## config.mk

```make
export PLATFORM = sky130hd
export DESIGN_NAME = mealy_stim_tx
export DESIGN_NICKNAME = d
export VERILOG_FILES = /design/src/rtl/mealy_stim_tx.sv
export SDC_FILE = /design/constraint.sdc
export NUM_CORES = 1
export LEC_CHECK = 0
export ABC_AREA = 1
export CELL_PAD_IN_SITES_DETAIL_PLACEMENT = 0
export CELL_PAD_IN_SITES_GLOBAL_PLACEMENT = 2
export CORE_MARGIN = 2
export CORE_UTILIZATION = 30
export DETAILED_ROUTE_END_ITERATION = 10
export PLACE_DENSITY_LB_ADDON = 0.1
export SLEW_MARGIN = 0
export SYNTH_ARGS = -nofsm -noshare
export SYNTH_HDL_FRONTEND = slang
export SYNTH_SLANG_ARGS = --single-unit
```

## constraint.sdc

```tcl
create_clock -name i_clock -period 3.1 [get_ports i_clock]
set_input_delay 0.62 -clock i_clock [delete_from_list [all_inputs] [get_ports i_clock]]
set_output_delay 0.62 -clock i_clock [all_outputs]
set_load 0.005 [all_outputs]
```

## src/rtl/mealy_stim_tx.sv

```systemverilog
// Serial frame transmitter for a two-consecutive-ones Mealy detector.
// Sends a parallel word MSB-first with a trailing guard 0 and reports the expected z=1 count.
module mealy_stim_tx #(
    parameter int unsigned DATA_W = 8,
    parameter int unsigned LEN_W  = $clog2(DATA_W + 1)
) (
    input  logic              i_clock,
    input  logic              i_reset,
    input  logic              i_load_valid,
    output logic              o_load_ready,
    input  logic [DATA_W-1:0] i_load_data,
    input  logic [LEN_W-1:0]  i_load_len,
    output logic              o_w,
    output logic              o_w_valid,
    output logic              o_done,
    output logic [LEN_W-1:0]  o_exp_count
);

    typedef enum logic [1:0] {
        StIdle,
        StShift,
        StGuard
    } state_e;

    state_e             r_state;
    logic [DATA_W-1:0]  r_shreg;
    logic [LEN_W-1:0]   r_bits_left;
    logic               r_prev;
    logic [LEN_W-1:0]   r_run;
    logic               r_w;
    logic               r_w_valid;
    logic               r_done;
    logic [LEN_W-1:0]   r_exp_count;

    state_e             w_state_nxt;
    logic [DATA_W-1:0]  w_shreg_nxt;
    logic [LEN_W-1:0]   w_bits_left_nxt;
    logic               w_prev_nxt;
    logic [LEN_W-1:0]   w_run_nxt;
    logic               w_w_nxt;
    logic               w_w_valid_nxt;
    logic               w_done_nxt;
    logic [LEN_W-1:0]   w_exp_count_nxt;

    logic               w_handshake;
    logic [LEN_W-1:0]   w_len;
    logic [DATA_W-1:0]  w_aligned;
    logic               w_head;
    logic               w_next_bit;

    assign o_load_ready = (r_state == StIdle) && !i_reset;
    assign w_handshake  = i_load_valid && o_load_ready;
    assign w_len        = (i_load_len > LEN_W'(DATA_W)) ? LEN_W'(DATA_W) : i_load_len;
    // Left-align the frame so its first bit sits in the MSB.
    assign w_aligned    = i_load_data << (LEN_W'(DATA_W) - w_len);
    assign w_head       = w_aligned[DATA_W-1];
    assign w_next_bit   = r_shreg[DATA_W-1];

    assign o_w          = r_w;
    assign o_w_valid    = r_w_valid;
    assign o_done       = r_done;
    assign o_exp_count  = r_exp_count;

    always_comb begin
        w_state_nxt     = r_state;
        w_shreg_nxt     = r_shreg;
        w_bits_left_nxt = r_bits_left;
        w_prev_nxt      = r_prev;
        w_run_nxt       = r_run;
        w_exp_count_nxt = r_exp_count;
        w_w_nxt         = 1'b0;
        w_w_valid_nxt   = 1'b0;
        w_done_nxt      = 1'b0;

        unique case (r_state)
            StIdle: begin
                if (w_handshake) begin
                    if (w_len == '0) begin
                        w_done_nxt      = 1'b1;
                        w_exp_count_nxt = '0;
                    end else begin
                        // First bit goes out on the capture edge; prev=0 so it never counts.
                        w_state_nxt     = StShift;
                        w_w_nxt         = w_head;
                        w_w_valid_nxt   = 1'b1;
                        w_shreg_nxt     = w_aligned << 1;
                        w_bits_left_nxt = w_len - 1'b1;
                        w_prev_nxt      = w_head;
                        w_run_nxt       = '0;
                    end
                end
            end
            StShift: begin
                if (r_bits_left != '0) begin
                    w_w_nxt         = w_next_bit;
                    w_w_valid_nxt   = 1'b1;
                    w_shreg_nxt     = r_shreg << 1;
                    w_bits_left_nxt = r_bits_left - 1'b1;
                    w_run_nxt       = r_run + LEN_W'(r_prev & w_next_bit);
                    w_prev_nxt      = w_next_bit;
                end else begin
                    w_state_nxt     = StGuard;
                    w_done_nxt      = 1'b1;
                    w_exp_count_nxt = r_run;
                end
            end
            StGuard: begin
                w_state_nxt = StIdle;
            end
            default: begin
                w_state_nxt = StIdle;
            end
        endcase
    end

    always_ff @(posedge i_clock) begin
        if (i_reset) begin
            r_state     <= StIdle;
            r_shreg     <= '0;
            r_bits_left <= '0;
            r_prev      <= 1'b0;
            r_run       <= '0;
            r_w         <= 1'b0;
            r_w_valid   <= 1'b0;
            r_done      <= 1'b0;
            r_exp_count <= '0;
        end else begin
            r_state     <= w_state_nxt;
            r_shreg     <= w_shreg_nxt;
            r_bits_left <= w_bits_left_nxt;
            r_prev      <= w_prev_nxt;
            r_run       <= w_run_nxt;
            r_w         <= w_w_nxt;
            r_w_valid   <= w_w_valid_nxt;
            r_done      <= w_done_nxt;
            r_exp_count <= w_exp_count_nxt;
        end
    end

endmodule

```

==> impl_metrics.env, run 1 <==
export IMPL_fillers=522
export IMPL_finalClockSkew_ns=0.001884
export IMPL_yosysSeqAreaShare=0.3336
export IMPL_netlist_instances=216
export IMPL_post_cts_resized=0
export IMPL_setup_violations=0
export IMPL_syn_area_um2=1500
export IMPL_cp_slowest_stage_delay_ns=0.48
export IMPL_start_util=0.3135
export IMPL_first_pass_iters=4
export IMPL_clkLatencyLatePin_ns=0.26
export IMPL_fin_crit_ns=2.510
export IMPL_wire_per_inst_um=11.79
export IMPL_path_clk_slew_ns=0.08
export IMPL_crit_family="simple AND/OR/NAND/NOR gates"
export IMPL_place_area_um2=1775
export IMPL_synthTopCellsByArea="dfxtp_1 33%, nand3_1 10%, nand2_1 9.5%"
export IMPL_finish_instance_area_um2=1821
export IMPL_setup_tns_ns=0
export IMPL_grt_max_degree=20
export IMPL_io_pins=23
export IMPL_rrSetupSlack_ns=1.40
export IMPL_cts_root_buffer="clkbuf_8"
export IMPL_max_clock_freq_mhz=398.5
export IMPL_crit_top_cell="nand2_4"
export IMPL_cp_max_fo=19
export IMPL_synth_top_area_share=0.3336
export IMPL_worstPathArrival_ns=2.68
export IMPL_vias=1417
export IMPL_die_w_um=74.72
export IMPL_critical_path_class="in -> reg"
export IMPL_crit_path_end="r_shreg[7]"
export IMPL_min_path_cells=2
export IMPL_path_cells="clkdlybuf4s50_1 > nor2_4 > nand2_2 > nand2_4 > nand2_4 > ha_1 > nand3_1 > nand3_2 > nand2_4 > inv_2 > a21oi_1 > nand3_1 > nand2_1 > inv_1"
export IMPL_slew_viol_final=0
export IMPL_hold_path_class="reg -> reg"
export IMPL_cp_end_kind="register"
export IMPL_p_leak_nw=0.8093
export IMPL_cp_num_cells=14
export IMPL_multiInputGateArea_um2=832.0
export IMPL_worstMarginPinSlew_ns=0.3752
export IMPL_grt_usage=0.1438
export IMPL_synth_top_area_cell="dfxtp_1"
export IMPL_fin_crit_sh=0.8095
export IMPL_worstPathRequired_ns=3.27
export IMPL_fp_row_count=25
export IMPL_finalNetCount=259
export IMPL_worst_path_max_delay_cell="clkdlybuf4s50_1"
export IMPL_cap_violations=0
export IMPL_drt_iter0_drc=76
export IMPL_startpoint="i_load_len[1]"
export IMPL_r2r_end="r_shreg[7]"
export IMPL_drcViolationCount=0
export IMPL_worst_setup_path_start_kind="input port"
export IMPL_core_area_um2=4786
export IMPL_dpl_hpwl_mm=2.882
export IMPL_syn_nets=235
export IMPL_path_buf_inv=3
export IMPL_max_vdd_ir_drop_mv=0.2584
export IMPL_areaGrowthSynthToFinish_pct=21.35
export IMPL_antennaDiodeCount=0
export IMPL_cts_max_level=1
export IMPL_hold_viol_final=0
export IMPL_gr_total_overflow=0
export IMPL_regArea_um2=500.5
export IMPL_grt_pass1_vias=1354
export IMPL_die_area_um2=5582
export IMPL_ys_warn_count=0
export IMPL_antenna_found_initial=0
export IMPL_ant_nets=0
export IMPL_die_h_um=74.72
export IMPL_cts_tree="built"
export IMPL_clockBufferDepth=2
export IMPL_drt_total_wl_mm=3.609
export IMPL_cts_setup_buffers=0
export IMPL_drive_gt1_frac=0.1130
export IMPL_cts_buffers_inserted=3
export IMPL_portBuffers=22
export IMPL_ys_ff_latch=25
export IMPL_routed_via_density=4.631
export IMPL_postCtsHoldBufs=0
export IMPL_clkSinkCount=25
export IMPL_power_density_nw_per_um2=415.5
export IMPL_slew_headroom=0.7472
export IMPL_outcome="finished, final reports clean"
export IMPL_ys_types=29
export IMPL_synthesis_area_per_instance_um2=6.945
export IMPL_rr_worst_depth=9
export IMPL_gp_congestion=0.7778
export IMPL_holdWs_ns=0.4661
export IMPL_reg2reg_from="r_state[0]"
export IMPL_grt_pass1_wl_mm=6.244
export IMPL_rsz0062_at_grt="false"
## tightest hold or removal path, stage by stage, from the launching register on
cell,delay [ns]
dfxtp_1,0.31
nand2_1,0.06
a21oi_1,0.05
## cells in the mapped netlist
library cell   n
inv_1         27
o22ai_1        1
nor2_1        10
nand2_1       38
xor2_2         1
buf_6          3
nor2_4         1
o21ai_2        1
o21bai_1       1
o21ai_0       18
clkbuf_4       1
nor3_1         2
o211ai_1       1
ha_1           4
nor3_4         1
o21ai_1        1
buf_2          2
nor2_2         2
dfxtp_1       25
inv_2          4
nand3_1       31
nand2_4        4
xor2_1         1
nand2_2        5
a31oi_1        1
and3_1         1
nand4_1        2
a21oi_1       25
nand3_2        2
## metrics by stage
| stage | setup slack (ns) | util | power, mW | instances |
|---|---|---|---|---|
| after floorplan | 0.9508 | - | 0.5146 | 216 |
| after CTS | 0.5871 | 0.3804 | 0.7671 | 306 |
| after global placement | 0.3737 | 0.3710 | 0.5769 | 302 |
| final | 0.5905 | 0.3804 | 0.7564 | 306 |
| after detailed placement | 0.2959 | 0.3710 | 0.5762 | 302 |
| after global routing | 0.3924 | 0.3804 | 0.8144 | 306 |
## per-layer routing
layer  track usage  vias up  wire length (um)
met3       0.03079        2               111
met1        0.2106      634              1929
met4       0.02183        0                 8
met5             0        -                 0
li1              -      761                 -
met2        0.2222       20              1558
## power by group
group          internal, mW  switching [mW]  total (mW)
logic                0.0812           0.132       0.214
registers             0.343          0.0118       0.355
clock network        0.0917          0.0962       0.188
total                 0.516           0.240       0.756
## state kept, by name, summed over array words and instances, names as in the netlist
register     cells
o_w_valid        1
o_done           1
o_w              1
r_bits_left      4
r_prev           1
r_state          2
r_shreg          7
o_exp_count      4
r_run            4
## layout by cell type, fill, tap and decap left out
cell type,netlist,routed
dfxtp_1,25,25
nor3_1,2,2
nor2_4,1,1
nor2_2,2,2
o21bai_1,1,1
inv_2,4,4
nand4_1,2,2
o21ai_0,18,18
nand2_1,38,38
clkbuf_1,0,1
inv_1,27,27
clkbuf_8,0,3
o21ai_2,1,1
ha_1,4,4
a21oi_1,25,25
nor2_1,10,10
xor2_1,1,1
nor3_4,1,1
and3_1,1,1
xor2_2,1,1
o22ai_1,1,1
a31oi_1,1,1
o21ai_1,1,1
nand3_2,2,2
o211ai_1,1,1
nand2_4,4,4
nand2_2,5,5
nand3_1,31,31
buf_4,0,3
clkdlybuf4s50_1,0,22
## worst min-delay path by stage
stage / startpoint / endpoint / slack [ns]
5_1_grt: o_exp_count[2] / o_exp_count[2] / 0.49
4_1_cts: o_exp_count[2] / o_exp_count[2] / 0.47
6_report: o_exp_count[2] / o_exp_count[2] / 0.47
3_5_place_dp: o_exp_count[2] / o_exp_count[2] / 0.46
3_3_place_gp: o_exp_count[3] / o_exp_count[3] / 0.46
2_1_floorplan: r_shreg[1] / r_shreg[1] / 0.45
## cell type report
cell class | count | share of cell area
Tap cell | 67 | 0.04605
Clock buffer | 4 | 0.02474
Sequential cell | 25 | 0.2749
Multi-Input combinational cell | 154 | 0.4570
Timing Repair Buffer | 25 | 0.1333
Inverter | 31 | 0.06392
## logic make-up after synthesis
kind of cell / synth area share
xor gates and xnor gates: 0.01668
AOI/OAI and AO/OA: 0.1710
and+or+nand+nor: 0.3336
adders and majority gates: 0.03336
DFF: 0.3336
buffers and inverters: 0.1118
(Power assumes the default switching activity.)
==> run 2: changes to the inputs <==
- CORE_UTILIZATION: 30 -> 29
- clock period: 3.1 -> 2.5 ns (I/O delays scaled with it)
==> run 2 against run 1 <==
Effect of this change: critical path depth stayed put; combinational power is 33% higher; clock power is 29% higher; wire length is 10% higher; clock skew is 0.0018 ns higher; sequential cell count stayed put; worst setup slack worse by 0.34 ns; global-route usage is 0.29 points higher; register-to-register slack worse by 0.54 ns; sequential power is 24% higher; count of clock-buffer cells in the layout stayed put; power is 28% higher; largest power group unchanged; highest routed layer unchanged.
==> impl_metrics.env, run 2 (synthesis gave the netlist of run 1 again) <==
export IMPL_path_buf_inv=3
export IMPL_regArea_um2=500.5
export IMPL_grtUsageMet1=0.2142
export IMPL_cts_max_level=1
export IMPL_worstPathArrival_ns=2.43
export IMPL_setup_violations=0
export IMPL_hold_viol_final=0
export IMPL_cap_violations=0
export IMPL_gp_congestion=0.7728
export IMPL_intPower_mw=0.6517
export IMPL_areaGrowthSynthToFinish_pct=24.60
export IMPL_path_clk_slew_ns=0.09
export IMPL_first_pass_iters=4
export IMPL_p_leak_nw=0.8380
export IMPL_worstMarginPinSlew_ns=0.4139
export IMPL_die_w_um=75.93
export IMPL_cts_tree="built"
export IMPL_ant_nets=0
export IMPL_largest_register_ffs=7
export IMPL_wire_per_inst_um=12.64
export IMPL_grt_pass1_vias=1486
export IMPL_power_density_nw_per_um2=517.5
export IMPL_final_cells=315
export IMPL_rsz0062_at_grt="false"
export IMPL_reg2reg_from="r_state[0]"
export IMPL_routed_via_density=4.743
export IMPL_drive_gt1_frac=0.1347
export IMPL_place_ws_ns=-0.06328
export IMPL_antennaDiodeCount=0
export IMPL_slew_viol_final=0
export IMPL_core_area_um2=5042
export IMPL_max_clock_freq_mhz=443.9
export IMPL_fillers=567
export IMPL_post_route_util=0.3707
export IMPL_top_usage_layer="met2"
export IMPL_start_util=0.2975
export IMPL_clkSinkCount=25
export IMPL_grt_pass1_wl_mm=7.058
export IMPL_drt_total_wl_mm=3.982
export IMPL_power_switching_mw=0.3157
export IMPL_multiInputGateArea_um2=832.0
export IMPL_max_vdd_ir_drop_mv=0.2490
export IMPL_vias=1494
export IMPL_layout_common_cells="38 x nand2_1, 31 x nand3_1, 27 x inv_1"
export IMPL_path_cells="clkdlybuf4s50_1 > nor2_4 > nand2_2 > nand2_4 > nand2_1 > ha_1 > nand3_1 > nand3_2 > nand2_4 > inv_2 > a21oi_1 > nand3_1 > nand2_1 > inv_1"
export IMPL_slew_headroom=0.7211
export IMPL_crit_family="simple AND/OR/NAND/NOR gates"
export IMPL_cp_end_kind="register"
export IMPL_dpl_hpwl_mm=3.166
export IMPL_use_met3=0.02976
export IMPL_finalClockSkew_ns=0.003647
export IMPL_startpoint="i_load_len[1]"
export IMPL_grt_usage=0.1467
export IMPL_setup_ws_ns=0.2470
export IMPL_cp_max_fo=12
export IMPL_worst_path_max_delay_cell="clkdlybuf4s50_1"
export IMPL_cts_buffers_inserted=3
export IMPL_clockBufferDepth=2
export IMPL_top_register="r_shreg"
export IMPL_grt_max_degree=17
export IMPL_gr_total_overflow=0
export IMPL_power_mw=0.9674
export IMPL_pwr_share_clk=0.252
export IMPL_fp_row_count=26
export IMPL_worst_setup_path_start_kind="input port"
export IMPL_fin_crit_sh=0.9012
export IMPL_final_common_cell="nand2_1"
export IMPL_power_frac_seq=0.455
export IMPL_io_pins=23
export IMPL_finalNetCount=265
export IMPL_post_cts_resized=0
export IMPL_clkLatencyLatePin_ns=0.27
export IMPL_die_h_um=75.93
export IMPL_drcViolationCount=0
export IMPL_hold_path_class="reg -> reg"
export IMPL_critical_path_class="in -> reg"
export IMPL_cts_setup_buffers=0
export IMPL_cts_root_buffer="clkbuf_8"
export IMPL_fin_crit_ns=2.253
export IMPL_postCtsHoldBufs=0
export IMPL_dp_cells=311
export IMPL_portBuffers=22
export IMPL_die_area_um2=5765
export IMPL_worstHoldStart="o_exp_count[3]"
export IMPL_combPwrFrac=0.294
export IMPL_drt_iter0_drc=60
export IMPL_antenna_found_initial=0
export IMPL_p_sw_frac=0.3263
export IMPL_worstPathRequired_ns=2.68
export IMPL_outcome="finished, final reports clean"
export IMPL_use_met2=0.2277
export IMPL_cp_slowest_stage_delay_ns=0.48
[run 2: cell types whose count changed in the layout (fill, tap and decap cells not counted), sizes merged]
cell / previous run / this run
buf: 3 / 9
[run 2: through the flow]
step / hold WS [ns] / TNS [ns] / area, um2
floorplan: 0.4547 / 0 / 1500
global placement: 0.4547 / 0 / 1824
detailed placement: 0.4617 / -0.07898 / 1824
CTS: 0.4753 / 0 / 1869
global route: 0.4993 / 0 / 1869
finish: 0.4715 / 0 / 1869
[run 2: area by class of cell]
cell class,instances,share of cell area
clock buffers,4,0.02410
inverters,31,0.06225
multi-input cells,154,0.4451
flip-flops and latches,25,0.2677
well taps,70,0.04685
repair buffers,31,0.1539
[run 2: worst paths after layout]
kind	to	slack (ns)	depth (start not counted)
worst max-delay path	r_shreg[7]	0.25	14
worst min register to register	o_exp_count[3]	0.47	2
worst min-delay path	o_exp_count[3]	0.47	2
worst max register to register	r_shreg[7]	0.86	9
[run 2: metal layers]
| layer | up-vias | wire length, um |
|---|---|---|
| met3 | 6 | 163 |
| met1 | 684 | 2054 |
| met5 | - | 0 |
| li1 | 771 | - |
| met2 | 33 | 1728 |
| met4 | 0 | 36 |
[run 2: power by group through the flow]
stage | Sequential [mW] | Clock, mW | Combinational (mW)
after floorplan | 0.446 | 0 | 0.192
after global placement | 0.449 | 0 | 0.281
after detailed placement | 0.449 | 0 | 0.283
after CTS | 0.440 | 0.252 | 0.285
after global routing | 0.444 | 0.271 | 0.325
final | 0.440 | 0.243 | 0.284
[run 2: tightest hold or removal path, delay by kind of cell, from the launching register on]
| kind | cells | cell delay [ns] |
|---|---|---|
| AO/OA/AOI/OAI | 1 | 0.05 |
| AND/OR/NAND/NOR | 1 | 0.06 |
| flip-flops | 1 | 0.32 |
==> run 3: changes to the inputs <==
- CAP_MARGIN: unset -> 0
- CORE_UTILIZATION: 29 -> 30
- CTS_BUF_LIST: unset -> sky130_fd_sc_hd__clkbuf_4 sky130_fd_sc_hd__clkbuf_8
==> run 3 against run 2 <==
Effect of this change: sequential cell count unchanged; count of clock-buffer cells in the layout down 1; maximum frequency up 0.64%; worst hold slack worse by 0.0030 ns; critical path type unchanged; critical endpoint unchanged; largest power group unchanged.
==> impl_metrics.env, run 3 (synthesis gave the netlist of run 1 again) <==
export IMPL_outcome="finished, final reports clean"
export IMPL_wire_per_inst_um=12.32
export IMPL_die_w_um=74.72
export IMPL_postCtsHoldBufs=0
export IMPL_p_leak_nw=0.8307
export IMPL_regArea_um2=500.5
export IMPL_drcViolationCount=0
export IMPL_holdWs_ns=0.4686
export IMPL_grt_pass1_vias=1467
export IMPL_cts_root_buffer="clkbuf_8"
export IMPL_finalNetCount=263
export IMPL_setup_ws_ns=0.2614
export IMPL_drive_gt1_frac=0.1317
export IMPL_cap_violations=0
export IMPL_ant_nets=0
export IMPL_start_util=0.3135
export IMPL_hold_path_class="reg -> reg"
export IMPL_rr_worst_depth=9
export IMPL_slew_viol_final=0
export IMPL_fin_crit_sh=0.8954
export IMPL_fin_crit_ns=2.239
export IMPL_routed_via_density=4.765
export IMPL_max_clock_freq_mhz=446.7
export IMPL_die_h_um=74.72
export IMPL_portBuffers=22
export IMPL_reg2reg_from="r_state[0]"
export IMPL_r2r_end="r_shreg[7]"
export IMPL_power_density_nw_per_um2=513.9
export IMPL_gp_congestion=0.7561
export IMPL_areaGrowthSynthToFinish_pct=23.44
export IMPL_cts_setup_buffers=0
export IMPL_fp_row_count=25
export IMPL_clkSinkCount=25
export IMPL_rrSetupSlack_ns=0.85
export IMPL_path_clk_slew_ns=0.09
export IMPL_final_common_cell="nand2_1"
export IMPL_place_ws_ns=-0.03343
export IMPL_gr_total_overflow=0
export IMPL_power_mw=0.9517
export IMPL_cp_max_fo=13
export IMPL_worstMarginPinSlew_ns=0.4232
export IMPL_vias=1477
export IMPL_startpoint="i_load_len[1]"
export IMPL_fillers=525
export IMPL_worstHoldStart="o_exp_count[0]"
export IMPL_worst_setup_path_start_kind="input port"
export IMPL_worstPathRequired_ns=2.68
export IMPL_cp_end_kind="register"
export IMPL_cts_max_level=1
export IMPL_multiInputGateArea_um2=832.0
export IMPL_grt_usage=0.1502
export IMPL_dpl_hpwl_mm=3.049
export IMPL_finish_instance_area_um2=1852
export IMPL_io_pins=23
export IMPL_die_area_um2=5582
export IMPL_top_register="r_shreg"
export IMPL_hold_end="o_exp_count[0]"
export IMPL_final_cells=310
export IMPL_dp_cells=306
export IMPL_setup_violations=0
export IMPL_clockBufferDepth=2
export IMPL_antennaDiodeCount=0
export IMPL_core_area_um2=4786
export IMPL_grt_pass1_wl_mm=6.644
export IMPL_cts_tree="built"
export IMPL_largest_register_ffs=7
export IMPL_rsz0062_at_grt="false"
export IMPL_slew_headroom=0.7175
export IMPL_layout_common_cells="38 x nand2_1, 31 x nand3_1, 27 x inv_1"
export IMPL_antenna_found_initial=0
export IMPL_worstPathArrival_ns=2.42
export IMPL_max_vdd_ir_drop_mv=0.2636
export IMPL_drt_iter0_drc=43
export IMPL_min_path_cells=2
export IMPL_grt_max_degree=17
export IMPL_first_pass_iters=4
export IMPL_place_area_um2=1805
export IMPL_finalClockSkew_ns=0.003539
export IMPL_hold_viol_final=0
export IMPL_drt_total_wl_mm=3.819
export IMPL_critical_path_class="in -> reg"
export IMPL_post_cts_resized=0
export IMPL_clkLatencyLatePin_ns=0.27
export IMPL_cts_buffers_inserted=3
run 3: changes by cell type in the layout (fill, tap and decap cells not counted), sizes merged:
cell	previous run	this run
clkinv	0	1
clkbuf	4	3
buf	9	7
run 3: worst max path at each step:
| stage | endpoint | slack (ns) | cells after the start |
|---|---|---|---|
| 3_5_place_dp | r_shreg[7] | -0.03 | 14 |
| 6_report | r_shreg[7] | 0.26 | 14 |
| 3_3_place_gp | r_shreg[7] | 0.03 | 14 |
| 4_1_cts | r_shreg[7] | 0.25 | 14 |
| 2_1_floorplan | r_shreg[1] | 0.47 | 13 |
| 5_1_grt | r_shreg[7] | 0.04 | 14 |
run 3: area by class of cell:
| class | instances | share of cell area |
|---|---|---|
| Tap cell | 67 | 0.04527 |
| Multi-Input combinational cell | 154 | 0.4493 |
| Clock inverter | 1 | 0.002703 |
| Timing Repair Buffer | 29 | 0.1473 |
| Sequential cell | 25 | 0.2703 |
| Clock buffer | 3 | 0.02230 |
| Inverter | 31 | 0.06284 |
run 3: power by group:
part / switching [mW] / internal [mW]
sequential: 0.0146 / 0.425
combinational: 0.168 / 0.107
clock: 0.126 / 0.111
total: 0.308 / 0.643
run 3: worst max-delay path, cell delays in order:
cell and delay [ns]:
clkdlybuf4s50_1 0.49, nor2_4 0.13, nand2_2 0.08, nand2_4 0.08, nand2_1 0.06, ha_1 0.24, nand3_1 0.13, nand3_2 0.13
nand2_4 0.16, inv_2 0.12, a21oi_1 0.13, nand3_1 0.09, nand2_1 0.06, inv_1 0.03
run 3: per-layer routing:
layer  share of wire  wire length, um  GRT usage
met4          0.0021                8    0.01190
met2            0.45             1724     0.2429
met5               0                0          0
met1            0.51             1962     0.2180
met3           0.032              122    0.02811
run 3: stage by stage:
| stage | utilization | setup TNS [ns] |
|---|---|---|
| after floorplan | - | 0 |
| after global placement | 0.3773 | 0 |
| after detailed placement | 0.3773 | -0.03478 |
| after CTS | 0.3869 | 0 |
| after global routing | 0.3869 | 0 |
| final | 0.3869 | 0 |
==> RTL edit 1: new RTL, flow settings as in run 1 <==
Re-encode `state_e` (3 states) as one-hot, 3 bits wide.
--- a/src/rtl/mealy_stim_tx.sv
+++ b/src/rtl/mealy_stim_tx.sv
@@ -16,10 +16,10 @@
     output logic [LEN_W-1:0]  o_exp_count
 );
 
-    typedef enum logic [1:0] {
-        StIdle,
-        StShift,
-        StGuard
+    typedef enum logic [2:0] {
+        StIdle  = 3'b001,
+        StShift = 3'b010,
+        StGuard = 3'b100
     } state_e;
 
     state_e             r_state;
Formal check against the unedited RTL: no difference found for any inputs over 10 cycles, from zero or initial values and one cycle with i_reset high; not proved beyond that.
==> RTL edit 1 against run 1 <==
- synthesized area up 5.8%
- routed wire length increased by 5.3%
- design area up 6.3%
- maximum frequency is 0.56% lower
- sequential cell count up 1
- critical path depth fell by 1
- setup slack worse by 0.014 ns
- power is 20% higher
- core utilization fell by 0.17 points
==> RTL edit 1: results <==
metrics = {
    "run_status": {
        "status": "finished, final reports clean",
    },
    "timing": {
        "skew_ns": 0.0114,
        "relSlewSlack_pct": 75.7,
        "hold_viol_final": 0,
        "drv_slew": 0,
    },
    "finish": {
        "largest-register": "r_shreg",
        "fin_nets": 262,
        "antennaDiodeCount": 0,
        "final_cells": 312,
        "drive_gt1_share_pct": 13.6,
        "largest_reg_flops": 7,
    },
    "synthesis": {
        "async_reset_ff_share_pct": 0,
        "yosys.cell_types.count": 35,
        "syn_avg_cell_area_um2": 7.21,
        "ys_seq_area_share_pct": 32.8,
        "yosys_warnings": 0,
        "synth_nets": 239,
        "ys_top_cells_by_area": "dfxtp_1 33%, nand3_1 10%, nand2_1 7.8%, a21oi_1 6.0%, inv_1 5.4%",
        "synth_ff_type": "dfxtp_1",
        "synth_commonest_cells": "33 x nand2_1, 32 x nand3_1, 26 x dfxtp_1",
    },
    "clock_network": {
        "numCtsBuffers": 3,
        "clkLatencyLatePin_ns": 0.27,
        "clock_path_buffers": 2,
        "clk_pin_slew_worst_paths_ns": 0.10,
        "post_cts_buffers": 0,
        "clock-root-buffer": "clkbuf_8",
        "h-tree-depth": 1,
        "ctsResizeCount": 0,
    },
    "critical_path": {
        "cp_top_family": "simple AND/OR/NAND/NOR gates",
        "path_max_fanout": 25,
        "critPathArrivalTime_ns": 2.69,
        "cpPeakStageDelay_ns": 0.56,
        "worst_path_max_delay_cell": "clkdlybuf4s50_1",
    },
    "global_routing": {
        "grt_max_degree": 26,
        "grt_first_pass_wirelength_um": 6510,
        "antenna_found_initial": 0,
        "track_usage_pct": 13.3,
        "grt_pass1_vias": 1435,
    },
    "place": {
        "numPortBuffers": 22,
        "place_hpwl_um": 2980,
        "place_congestion": 0.746,
        "post-place-ws_ns": 0.287,
    },
    "pwr": {
        "leakage_nw": 0.867,
        "sw_frac_of_total_pct": 30.6,
        "max-vdd-ir-drop_mv": 0.295,
    },
    "route": {
        "totalWireLength_um": 3800,
        "first_pass_iters": 4,
        "via_count": 1492,
        "dr.first_iter.drc_count": 63,
    },
    "min_path": {
        "hold_class": "reg2reg",
    },
}
[RTL edit 1: cell count changes after synthesis, sizes merged, moves of 3 or more]
| cell | before | now |
|---|---|---|
| a21oi | 25 | 19 |
| inv | 31 | 28 |
| a22oi | 0 | 4 |
| nor2 | 13 | 17 |
| nand2 | 47 | 42 |
[RTL edit 1: final timing paths]
| path | from | end | slack, ns | cells after the start |
|---|---|---|---|---|
| setup / recovery | i_load_len[1] | r_shreg[7] | 0.58 | 13 |
| hold / removal | o_exp_count[1] | o_exp_count[1] | 0.47 | 2 |
| setup reg to reg | r_state[0] | r_shreg[7] | 1.46 | 9 |
| hold reg to reg | o_exp_count[1] | o_exp_count[1] | 0.47 | 2 |
[RTL edit 1: layout make-up]
class	count	area, um^2
tap	70	87.6
inverter	30	114
multi-input combinational	157	898
fill	566	3170
clock inverter	1	30.0
clock buffer	3	41.3
sequential	26	520
timing repair buffer	25	243
[RTL edit 1: logic make-up after synthesis]
family	share of synthesized area, %
buffers and inverters	10.6
AO/OA/AOI/OAI	17.6
flip-flops	32.8
XOR/XNOR	2.13
adder cells (fa/ha/maj)	3.15
AND/OR/NAND/NOR	33.8
[RTL edit 1: power groups by stage]
stage	logic [mW]	clock network (mW)	registers [mW]
2_1_floorplan	0.187	0	0.382
3_3_place_gp	0.249	0	0.386
3_5_place_dp	0.249	0	0.387
4_1_cts	0.250	0.290	0.379
5_1_grt	0.281	0.305	0.382
6_report	0.249	0.280	0.379
[RTL edit 1: worst reg2reg max path, delay by kind of cell, from the launching register on]
family | cells | cell delay, ns
buffers and inverters | 4 | 0.39
AOI/OAI and AO/OA | 1 | 0.21
DFF | 1 | 0.35
and+or+nand+nor | 4 | 0.60
[RTL edit 1: layer usage]
layer	up-vias	share of wire [%]	track usage, %
li1	782	-	-
met1	687	49	17.8
met2	21	47	22.5
met3	2	2.9	2.71
met4	0	0.42	2.18
met5	-	0	0
[RTL edit 1: per-stage QoR]
| step | util (%) | cell area [um^2] |
|---|---|---|
| 2_1_floorplan | - | 1590 |
| 3_3_place_gp | 36.5 | 1860 |
| 3_5_place_dp | 36.5 | 1860 |
| 4_1_cts | 37.9 | 1930 |
| 5_1_grt | 37.9 | 1930 |
| 6_report | 37.9 | 1930 |
==> RTL edit 2: new RTL, flow settings as in run 1 <==
Made on the original files. Change the parameter `DATA_W` from 8 to 4.
--- a/src/rtl/mealy_stim_tx.sv
+++ b/src/rtl/mealy_stim_tx.sv
@@ -1,7 +1,7 @@
 // Serial frame transmitter for a two-consecutive-ones Mealy detector.
 // Sends a parallel word MSB-first with a trailing guard 0 and reports the expected z=1 count.
 module mealy_stim_tx #(
-    parameter int unsigned DATA_W = 8,
+    parameter int unsigned DATA_W = 4,
     parameter int unsigned LEN_W  = $clog2(DATA_W + 1)
 ) (
     input  logic              i_clock,
Ports: changed (resized i_load_data, i_load_len and o_exp_count); port bits go from 23 to 17. The function was not compared with the original's and may differ.
==> RTL edit 2 against run 1 <==
- maximum frequency is 3.0% higher
- via count is 39% lower
- power fell by 34%
- routed wire length is 43% lower
- setup slack improved by 0.073 ns
- first-iteration DRC count is 57% lower
- synthesized cell count fell by 38%
- design area down 34%
- die area is 34% lower
- core utilization grew 1.6 points
- critical endpoint is now r_shreg[3]
- combinational power is 52% lower
- largest power group unchanged
- sequential cell count down 7
- synthesized area is 36% lower
==> RTL edit 2: results <==
metrics = {
    "run_status": {
        "status": "finished, final reports clean",
    },
    "synthesis": {
        "ys_seq_area_share_pct": 37.4,
        "synth_ff_type": "dfxtp_1",
        "synth_nets": 150,
        "async_reset_ff_share_pct": 0,
        "yosys.cell_types.count": 22,
        "yosys_warnings": 0,
        "postSynthCellCount": 135,
        "synth_commonest_cells": "29 x nand2_1, 18 x dfxtp_1, 18 x inv_1",
        "ys_top_cells_by_area": "dfxtp_1 37%, nand2_1 11%, a21oi_1 7.3%, inv_1 7.0%, nand3_1 6.7%",
    },
    "place": {
        "numPortBuffers": 16,
        "place_hpwl_um": 1670,
        "place_congestion": 0.787,
        "post-place-ws_ns": 0.357,
        "dp.cells": 194,
    },
    "clock_network": {
        "numCtsBuffers": 3,
        "clkLatencyLatePin_ns": 0.29,
        "clock-root-buffer": "clkbuf_4",
        "h-tree-depth": 1,
        "clock_path_buffers": 2,
        "post_cts_buffers": 0,
        "clk_pin_slew_worst_paths_ns": 0.11,
        "ctsResizeCount": 0,
    },
    "finish": {
        "final_cells": 198,
        "fillers": 346,
        "drive_gt1_share_pct": 11.7,
        "fin_nets": 170,
        "multi_input_area_um2": 514,
        "antennaDiodeCount": 0,
    },
    "global_routing": {
        "grt_pass1_vias": 769,
        "track_usage_pct": 12.6,
        "met1_usage_pct": 18.0,
        "grt_use_met2_pct": 18.6,
        "grt_first_pass_wirelength_um": 3420,
        "grt_util_met3_pct": 3.84,
        "antenna_found_initial": 0,
        "grt_max_degree": 14,
    },
    "pwr": {
        "power_density_nw_per_um2": 411,
        "max-vdd-ir-drop_mv": 0.317,
        "leakage_nw": 0.542,
        "p_clk_mw": 0.143,
        "comb-power_mw": 0.103,
        "internal-power_mw": 0.356,
    },
    "route": {
        "first_pass_iters": 4,
        "via_count": 858,
        "dr.max_layer_used": "met4",
        "dr.first_iter.drc_count": 33,
        "totalWireLength_um": 2050,
        "wl_met3_um": 68,
        "wl_met2_um": 871,
        "wl_met1_um": 1100,
    },
    "timing": {
        "worst_pin_slew_ns": 0.246,
        "skew_ns": 0.0113,
    },
    "critical_path": {
        "critPathArrivalTime_ns": 2.62,
        "cpPeakStageDelay_ns": 0.50,
        "worst_path_max_delay_cell": "clkdlybuf4s50_1",
        "cp_top_family": "buffers and inverters",
        "path_max_fanout": 12,
    },
    "min_path": {
        "hold_class": "reg2reg",
    },
}
[RTL edit 2: cell type report]
cell class                      count  area share [%]
Clock buffer                        4            3.00
Inverter                           20            6.21
Multi-Input combinational cell     95            42.5
Sequential cell                    18            29.8
Tap cell                           44            4.55
Timing Repair Buffer               17            13.9
[RTL edit 2: path summary, 6_finish.rpt]
kind	startpoint	endpoint	slack, ns	cells past startpoint
max	i_load_len[0]	r_shreg[3]	0.66	10
max reg2reg	r_state[0]	r_bits_left[2]	1.64	8
min	o_exp_count[0]	o_exp_count[0]	0.47	2
min reg2reg	o_exp_count[0]	o_exp_count[0]	0.47	2
[RTL edit 2: cell families after synthesis]
group / count (synthesis) / share of synthesized area [%]
buffers and inverters: 22 / 9.34
flip-flops: 18 / 37.4
adder cells (fa/ha/maj): 5 / 6.49
XOR/XNOR: 1 / 0.908
AND/OR/NAND/NOR: 64 / 31.8
AO/OA/AOI/OAI: 25 / 14.1
